--- config.mk ---
export PLATFORM = sky130hd
export DESIGN_NAME = ksa8_arbiter_flat
export DESIGN_NICKNAME = d
export VERILOG_FILES = /design/src/rtl/ksa8_arbiter_if.sv /design/src/rtl/ksa8_arbiter.sv /design/src/flat_wrapper.sv
export SDC_FILE = /design/constraint.sdc
export NUM_CORES = 1
export LEC_CHECK = 0
export BUFFER_PORTS_ARGS = -buffer_cell sky130_fd_sc_hd__buf_4
export CAP_MARGIN = 20
export CORE_MARGIN = 3
export CORE_UTILIZATION = 47
export DETAILED_ROUTE_END_ITERATION = 6
export PLACE_DENSITY = 0.8
export SETUP_SLACK_MARGIN = 0.5
export SLEW_MARGIN = 40
export SYNTH_ARGS = -nofsm -noshare
export SYNTH_HDL_FRONTEND = slang
export SYNTH_SLANG_ARGS = --single-unit
--- constraint.sdc ---
create_clock -name clk -period 3.02 [get_ports clk]
set_clock_uncertainty 0.1 [all_clocks]
set_input_delay 0.302 -clock clk [delete_from_list [all_inputs] [get_ports clk]]
set_output_delay 0.302 -clock clk [all_outputs]
set_load 0.005 [all_outputs]
--- src/rtl/ksa8_arbiter_if.sv ---
// ---------------------------------------------------------------------------
// ksa8_arbiter_if
// Bus bundle between the requesters, the round-robin arbiter and the shared
// pipelined 8-bit Kogge-Stone adder.
//   req_*  : per-requester valid/ready handshake with operand bytes, carry-in
//            and last-beat flag (requester i owns byte lane [8i+7:8i])
//   add_*  : issue strobe and operands towards the adder, sum/carry back
//   rsp_*  : tagged result stream back to the requesters (no backpressure)
// modport slave  : the arbiter
// modport master : the environment (requesters plus adder)
// ---------------------------------------------------------------------------
interface ksa8_arbiter_if #(
  parameter int NREQ = 4,
  parameter int IDW  = 2
);
  logic [NREQ-1:0]   req_valid;
  logic [NREQ-1:0]   req_ready;
  logic [8*NREQ-1:0] req_a;
  logic [8*NREQ-1:0] req_b;
  logic [NREQ-1:0]   req_cin;
  logic [NREQ-1:0]   req_last;

  logic              add_valid;
  logic [7:0]        add_a;
  logic [7:0]        add_b;
  logic              add_cin;
  logic [7:0]        add_sum;
  logic              add_cout;

  logic              rsp_valid;
  logic [IDW-1:0]    rsp_id;
  logic [7:0]        rsp_sum;
  logic              rsp_cout;
  logic              rsp_last;

  modport slave (
    input  req_valid, req_a, req_b, req_cin, req_last, add_sum, add_cout,
    output req_ready, add_valid, add_a, add_b, add_cin,
           rsp_valid, rsp_id, rsp_sum, rsp_cout, rsp_last
  );

  modport master (
    output req_valid, req_a, req_b, req_cin, req_last, add_sum, add_cout,
    input  req_ready, add_valid, add_a, add_b, add_cin,
           rsp_valid, rsp_id, rsp_sum, rsp_cout, rsp_last
  );
endinterface

--- src/rtl/ksa8_arbiter.sv ---
// ---------------------------------------------------------------------------
// ksa8_arbiter
// Round-robin scheduler sharing one pipelined 8-bit Kogge-Stone adder between
// NREQ requesters. Single-byte operations from any requester issue one per
// cycle; multi-byte chained operations lock the adder to one owner and keep
// a single beat in flight so that each beat's carry-out feeds the next beat.
// Ports:
//   clk  : clock, rising edge
//   rst  : asynchronous active-high reset
//   bus  : ksa8_arbiter_if.slave (req_*, add_*, rsp_* groups)
// Parameters: NREQ requesters, LAT adder latency in cycles, IDW = clog2(NREQ)
// ---------------------------------------------------------------------------
module ksa8_arbiter #(
  parameter int NREQ = 4,
  parameter int LAT  = 4,
  parameter int IDW  = 2
) (
  input  logic            clk,
  input  logic            rst,
  ksa8_arbiter_if.slave   bus
);

  typedef enum logic [1:0] {
    ARB         = 2'd0,
    CHAIN_WAIT  = 2'd1,
    CHAIN_ISSUE = 2'd2
  } state_t;

  state_t           state_r, state_s;
  logic [IDW-1:0]   ptr_r, ptr_s;
  logic [IDW-1:0]   owner_r, owner_s;
  logic             carry_r, carry_s;

  logic [IDW-1:0]   winner_s;
  logic             win_found_s;
  logic [NREQ-1:0]  grant_s;
  logic [IDW-1:0]   sel_s;
  logic             cin_s;
  logic             fire_s;
  logic             ret_s;
  logic [7:0]       sel_a_s;
  logic [7:0]       sel_b_s;
  logic             sel_last_s;

  logic             add_valid_r;
  logic [7:0]       add_a_r;
  logic [7:0]       add_b_r;
  logic             add_cin_r;

  // Tag pipe: stage k describes the beat issued to the adder k+1 cycles ago;
  // stage LAT lines up with add_sum/add_cout.
  logic             tag_v_r    [0:LAT];
  logic [IDW-1:0]   tag_id_r   [0:LAT];
  logic             tag_last_r [0:LAT];

  logic             rsp_valid_r;
  logic [IDW-1:0]   rsp_id_r;
  logic [7:0]       rsp_sum_r;
  logic             rsp_cout_r;
  logic             rsp_last_r;

  // Next requester index after v, wrapping at NREQ.
  function automatic logic [IDW-1:0] wrap_inc(input logic [IDW-1:0] v);
    logic [IDW-1:0] r;
    if (v == IDW'(NREQ - 1)) begin
      r = {IDW{1'b0}};
    end else begin
      r = v + IDW'(1);
    end
    return r;
  endfunction

  // Round-robin scan: first valid requester at or after ptr.
  always_comb begin
    logic [IDW:0] cand_v;
    win_found_s = 1'b0;
    winner_s    = {IDW{1'b0}};
    cand_v      = {(IDW+1){1'b0}};
    for (int k = 0; k < NREQ; k++) begin
      cand_v = {1'b0, ptr_r} + (IDW+1)'(k);
      if (cand_v >= (IDW+1)'(NREQ)) begin
        cand_v = cand_v - (IDW+1)'(NREQ);
      end else begin
        cand_v = cand_v;
      end
      if (!win_found_s && bus.req_valid[cand_v[IDW-1:0]]) begin
        win_found_s = 1'b1;
        winner_s    = cand_v[IDW-1:0];
      end else begin
        win_found_s = win_found_s;
      end
    end
  end

  // The owner's chain beat is back from the adder. Only non-last beats can
  // match: any earlier single beat or closing chain beat of the same
  // requester carries last=1.
  assign ret_s = tag_v_r[LAT] && (tag_id_r[LAT] == owner_r) && !tag_last_r[LAT];

  // FSM next state, grant and selected-beat mux.
  always_comb begin
    state_s = state_r;
    ptr_s   = ptr_r;
    owner_s = owner_r;
    carry_s = carry_r;
    grant_s = {NREQ{1'b0}};
    sel_s   = winner_s;
    cin_s   = carry_r;
    case (state_r)
      ARB: begin
        sel_s = winner_s;
        cin_s = bus.req_cin[winner_s];
        if (win_found_s) begin
          grant_s[winner_s] = 1'b1;
          if (bus.req_last[winner_s]) begin
            ptr_s = wrap_inc(winner_s);
          end else begin
            state_s = CHAIN_WAIT;
            owner_s = winner_s;
          end
        end else begin
          state_s = ARB;
        end
      end
      CHAIN_WAIT: begin
        if (ret_s) begin
          state_s = CHAIN_ISSUE;
          carry_s = bus.add_cout;
        end else begin
          state_s = CHAIN_WAIT;
        end
      end
      CHAIN_ISSUE: begin
        sel_s = owner_r;
        cin_s = carry_r;
        if (bus.req_valid[owner_r]) begin
          grant_s[owner_r] = 1'b1;
          if (bus.req_last[owner_r]) begin
            state_s = ARB;
            ptr_s   = wrap_inc(owner_r);
          end else begin
            state_s = CHAIN_WAIT;
          end
        end else begin
          state_s = CHAIN_ISSUE;
        end
      end
      default: begin
        state_s = ARB;
      end
    endcase
  end

  assign fire_s     = |grant_s;
  assign sel_a_s    = bus.req_a[{sel_s, 3'b000} +: 8];
  assign sel_b_s    = bus.req_b[{sel_s, 3'b000} +: 8];
  assign sel_last_s = bus.req_last[sel_s];

  // Ready must read 0 for the whole time reset is asserted.
  assign bus.req_ready = rst ? {NREQ{1'b0}} : grant_s;

  // FSM state register with pointer, owner and captured chain carry.
  always_ff @(posedge clk or posedge rst) begin
    if (rst) begin
      state_r <= ARB;
      ptr_r   <= {IDW{1'b0}};
      owner_r <= {IDW{1'b0}};
      carry_r <= 1'b0;
    end else begin
      state_r <= state_s;
      ptr_r   <= ptr_s;
      owner_r <= owner_s;
      carry_r <= carry_s;
    end
  end

  // Adder issue registers; operands hold their value between issues.
  always_ff @(posedge clk or posedge rst) begin
    if (rst) begin
      add_valid_r <= 1'b0;
      add_a_r     <= 8'h00;
      add_b_r     <= 8'h00;
      add_cin_r   <= 1'b0;
    end else if (fire_s) begin
      add_valid_r <= 1'b1;
      add_a_r     <= sel_a_s;
      add_b_r     <= sel_b_s;
      add_cin_r   <= cin_s;
    end else begin
      add_valid_r <= 1'b0;
    end
  end

  // Tag pipe: loads the issuing beat and shifts every cycle.
  always_ff @(posedge clk or posedge rst) begin
    if (rst) begin
      for (int k = 0; k <= LAT; k++) begin
        tag_v_r[k]    <= 1'b0;
        tag_id_r[k]   <= {IDW{1'b0}};
        tag_last_r[k] <= 1'b0;
      end
    end else begin
      tag_v_r[0]    <= fire_s;
      tag_id_r[0]   <= sel_s;
      tag_last_r[0] <= sel_last_s;
      for (int k = 1; k <= LAT; k++) begin
        tag_v_r[k]    <= tag_v_r[k-1];
        tag_id_r[k]   <= tag_id_r[k-1];
        tag_last_r[k] <= tag_last_r[k-1];
      end
    end
  end

  // Response register: adder result passed through with its tag.
  always_ff @(posedge clk or posedge rst) begin
    if (rst) begin
      rsp_valid_r <= 1'b0;
      rsp_id_r    <= {IDW{1'b0}};
      rsp_sum_r   <= 8'h00;
      rsp_cout_r  <= 1'b0;
      rsp_last_r  <= 1'b0;
    end else begin
      rsp_valid_r <= tag_v_r[LAT];
      rsp_id_r    <= tag_id_r[LAT];
      rsp_sum_r   <= bus.add_sum;
      rsp_cout_r  <= bus.add_cout;
      rsp_last_r  <= tag_last_r[LAT];
    end
  end

  assign bus.add_valid = add_valid_r;
  assign bus.add_a     = add_a_r;
  assign bus.add_b     = add_b_r;
  assign bus.add_cin   = add_cin_r;
  assign bus.rsp_valid = rsp_valid_r;
  assign bus.rsp_id    = rsp_id_r;
  assign bus.rsp_sum   = rsp_sum_r;
  assign bus.rsp_cout  = rsp_cout_r;
  assign bus.rsp_last  = rsp_last_r;

endmodule

--- src/flat_wrapper.sv ---
// flat-port wrapper written by rule: the top's interface ports become plain ports
module ksa8_arbiter_flat 
#(
  parameter int NREQ = 4,
  parameter int LAT  = 4,
  parameter int IDW  = 2
)
  (clk, rst, bus_req_valid, bus_req_a, bus_req_b, bus_req_cin, bus_req_last, bus_add_sum, bus_add_cout, bus_req_ready, bus_add_valid, bus_add_a, bus_add_b, bus_add_cin, bus_rsp_valid, bus_rsp_id, bus_rsp_sum, bus_rsp_cout, bus_rsp_last);
  ksa8_arbiter_if #(.NREQ(NREQ), .IDW(IDW)) bus_i ();
  input  logic clk;
  input  logic rst;
  input wire logic [$bits(bus_i.req_valid)-1:0] bus_req_valid;
  input wire logic [$bits(bus_i.req_a)-1:0] bus_req_a;
  input wire logic [$bits(bus_i.req_b)-1:0] bus_req_b;
  input wire logic [$bits(bus_i.req_cin)-1:0] bus_req_cin;
  input wire logic [$bits(bus_i.req_last)-1:0] bus_req_last;
  input wire logic [$bits(bus_i.add_sum)-1:0] bus_add_sum;
  input wire logic [$bits(bus_i.add_cout)-1:0] bus_add_cout;
  output wire logic [$bits(bus_i.req_ready)-1:0] bus_req_ready;
  output wire logic [$bits(bus_i.add_valid)-1:0] bus_add_valid;
  output wire logic [$bits(bus_i.add_a)-1:0] bus_add_a;
  output wire logic [$bits(bus_i.add_b)-1:0] bus_add_b;
  output wire logic [$bits(bus_i.add_cin)-1:0] bus_add_cin;
  output wire logic [$bits(bus_i.rsp_valid)-1:0] bus_rsp_valid;
  output wire logic [$bits(bus_i.rsp_id)-1:0] bus_rsp_id;
  output wire logic [$bits(bus_i.rsp_sum)-1:0] bus_rsp_sum;
  output wire logic [$bits(bus_i.rsp_cout)-1:0] bus_rsp_cout;
  output wire logic [$bits(bus_i.rsp_last)-1:0] bus_rsp_last;
  assign bus_i.req_valid = bus_req_valid;
  assign bus_i.req_a = bus_req_a;
  assign bus_i.req_b = bus_req_b;
  assign bus_i.req_cin = bus_req_cin;
  assign bus_i.req_last = bus_req_last;
  assign bus_i.add_sum = bus_add_sum;
  assign bus_i.add_cout = bus_add_cout;
  assign bus_req_ready = bus_i.req_ready;
  assign bus_add_valid = bus_i.add_valid;
  assign bus_add_a = bus_i.add_a;
  assign bus_add_b = bus_i.add_b;
  assign bus_add_cin = bus_i.add_cin;
  assign bus_rsp_valid = bus_i.rsp_valid;
  assign bus_rsp_id = bus_i.rsp_id;
  assign bus_rsp_sum = bus_i.rsp_sum;
  assign bus_rsp_cout = bus_i.rsp_cout;
  assign bus_rsp_last = bus_i.rsp_last;
  ksa8_arbiter #(.NREQ(NREQ), .LAT(LAT), .IDW(IDW)) u_core (.clk(clk), .rst(rst), .bus(bus_i));
endmodule
==> metrics.txt <==
layout cells sized above 1=63.2%; min cycle time layout=2.48 ns; CP Cell Sequence=or3b_4 -> o221ai_4 -> nor2_2 -> a21oi_4 -> buf_6 -> buf_12 -> mux4_2 -> mux2_4; final instance area=4260 um2; first-pass GRT wire length=10.7 mm; fin. max-slew vios=0; DRC errors left=0; clock sink count=57; Die Y=82.3 um; DP HPWL=4.83 mm; wire length per cell=17.5 um; Post-Place Cells=369; leakage=2.01 nW; Netlist cell types=36; antenna cells=0; DP Area=3740 um2; top cell type by total area after synthesis=dfrtp_1; crit path max fanout=7; clk slew on worst S/H paths=0.07 ns; Top delay family on crit path=multiplexers; Routed Antenna Nets=0; Layout area overhead=55.8%; Max stage delay on crit path=0.51 ns; Starting Density=49.1%; startpoint types=flip-flop; Core Box Area=5570 um2; CTS Root Cell=clkbuf_8; Synth top area share=52.1%; Post-Syn Nets=272; # nets final=427; max cap viols=0; Max Freq=404 MHz; Min-Delay Path Class=in2reg; Seq cells post-synth=57; 1st-iter DRT viols=133; Synth area leaders=dfrtp_1 (52%), mux4_2 (15%), mux2_4 (4.9%), mux2_2 (4.9%), mux2i_1 (3.3%); mean area per synthesized cell=15.2 um2; Rows=27; CTS tree=yes; Routed WL=7.20 mm; die area=6770 um2; WP data arrival=2.59 ns; total gr overflow=0; outcome=completed; RSZ-0062 raised after global routing=true; htree depth=3; kind of critical path=reg2reg; Buffers & Inverters on Critical Path=2; pre-CTS setup slack=0.148 ns; final period utilization=82.0%; Vias per Instance=5.14; Filler Cell Count=376; Worst Tran Pin Value=0.648 ns; setup violators final=0; Critical Path RT=3.14 ns; pin count of the biggest net entering global routing=55; vias in the first global route=2280; VDD IR-drop max=0.511 mV; Inserted Clock Buffers=9; Reg area=1430 um2; GRT Util Overall=22.1%; worst rel slew slack=56.8%; Post-Layout Cell Count=412; CP max stage cell=mux4_2; Setup TNS=0 ns; Clock Latency Late Sink=0.33 ns; PD cells=957 nW/um2; post-synth design cell area=2740 um2; via count=2117; Syn. warnings=0; final hold vios=0; # port buffers=121; CP endpoint kind=flip-flop; post-synthesis sequential area ratio=52.1%; cell count after synthesis=180; multi-input logic area=1270 um2; Die Wd=82.3 um; routability-driven placement congestion ratio=0.783; Initial DRT Pass Iterations=4; clock tree buffer depth=2; final worst slack=0.544 ns; initial antenna violation count=0; IO Pins=122; worst hold slack=0.196 ns
==> flip-flops by register name, indices dropped and copies added, names as in the netlist, 2 cells and up <==
name / cells
u_core.bus.add_a: 8
u_core.bus.add_b: 8
u_core.bus.rsp_id: 2
u_core.bus.rsp_sum: 8
u_core.owner_r: 2
u_core.ptr_r: 2
u_core.state_r: 2
u_core.tag_id_r: 10
u_core.tag_last_r: 5
u_core.tag_v_r: 4
==> cell type report <==
cell class                      count  area share (%)
Clock buffer                        9            2.91
Clock inverter                      7            1.26
Multi-Input combinational cell    106            29.9
Inverter                            9           0.910
Timing Repair Buffer              152            29.4
Sequential cell                    57            33.5
Tap cell                           72            2.11
==> worst register-to-register path, cell delays in order (launching register included) <==
cell,delay (ns)
dfrtp_2,0.47
or3b_4,0.41
o221ai_4,0.10
nor2_2,0.08
a21oi_4,0.15
buf_6,0.13
buf_12,0.13
mux4_2,0.52
mux2_4,0.28
==> through the flow <==
step / total power [mW] / util, %
after global routing: 4.31 / 76.5
final: 4.08 / 76.5
after CTS: 3.88 / 74.4
after global placement: 2.95 / 67.0
after floorplan: 2.45 / -
after detailed placement: 3.04 / 67.1
==> cells by family after synthesis <==
kind of cell / Yosys count / share of synthesized area, %
buf+inv: 17 / 3.70
flops: 57 / 52.1
mux: 49 / 28.4
fa+ha+maj: 5 / 2.29
simple gates: 25 / 5.40
xor+xnor: 2 / 0.640
compound gates: 25 / 7.45
==> cells in the final DEF, fill, tap and decap left out, drive strengths merged, types with 2 or more instances in the layout <==
cell,instances
mux4,18
clkbuf,11
mux2i,9
clkinvlp,3
buf,140
xnor2,2
mux2,22
a21oi,5
a22oi,4
o21ai,6
ha,5
nand2,4
clkinv,2
nor2b,5
inv,11
a32oi,2
a21boi,2
dlygate4sd3,10
nor2,10
dfrtp,57
nand4b,2
==> final timing paths <==
path	startpoint	endpoint	slack (ns)	cells past startpoint
min reg2reg	u_core.tag_id_r[7]	u_core.tag_id_r[5]	0.24	0
max reg2reg	u_core.ptr_r[1]	u_core.bus.add_a[3]	0.54	8
max	u_core.ptr_r[1]	u_core.bus.add_a[3]	0.54	8
max in group asynchronous	rst	u_core.tag_id_r[8]	1.74	4
min	bus_req_last[3]	u_core.tag_last_r[4]	0.20	3
min in group asynchronous	rst	u_core.ptr_r[0]	0.55	3
==> cells in the mapped netlist <==
cell type and instances:
a221oi_1 1, clkbuf_1 3, a22oi_1 3, a21boi_0 1
inv_1 9, or3b_1 1, xnor2_1 2, o21ai_2 2
buf_6 5, nand2_1 4, and2_1 1, a32oi_1 1
a221o_1 1, nor2_1 10, a32oi_4 1, o221ai_2 1
mux4_2 18, o21ai_0 3, nor4_1 1, ha_1 5
a21boi_1 1, o21ai_1 1, mux2_2 12, dfrtp_1 57
mux2_4 9, mux2_1 1, nor2b_1 5, nand4b_1 1
nor3_2 1, o31ai_1 1, a21oi_1 5, a31oi_1 1
nand4b_4 1, a22oi_2 1, a21o_1 1, mux2i_1 9
==> power breakdown <==
group	internal [mW]	switching, mW	total [mW]
logic	1.33	0.831	2.16
registers	1.09	0.198	1.29
clock network	0.302	0.328	0.630
total	2.72	1.36	4.08
==> repair_timing <==
action	in CTS	in global routing
hold endpoints to repair	31	0
endpoints found under the setup margin	22	21
gates resized for setup	5	10
pin swaps	2	1
setup buffers	9	5
cloned	1	2
hold buffers	10	0
==> per-layer routing <==
layer  GRT usage, %  wire [um]  vias to the layer above
met4           8.97        136                        0
met1           24.2       2630                     1035
li1               -          -                      985
met2           39.3       3960                       87
met3           6.94        483                       10
met5              0          0                        -
Note: power is estimated with default switching activity, not from simulation.
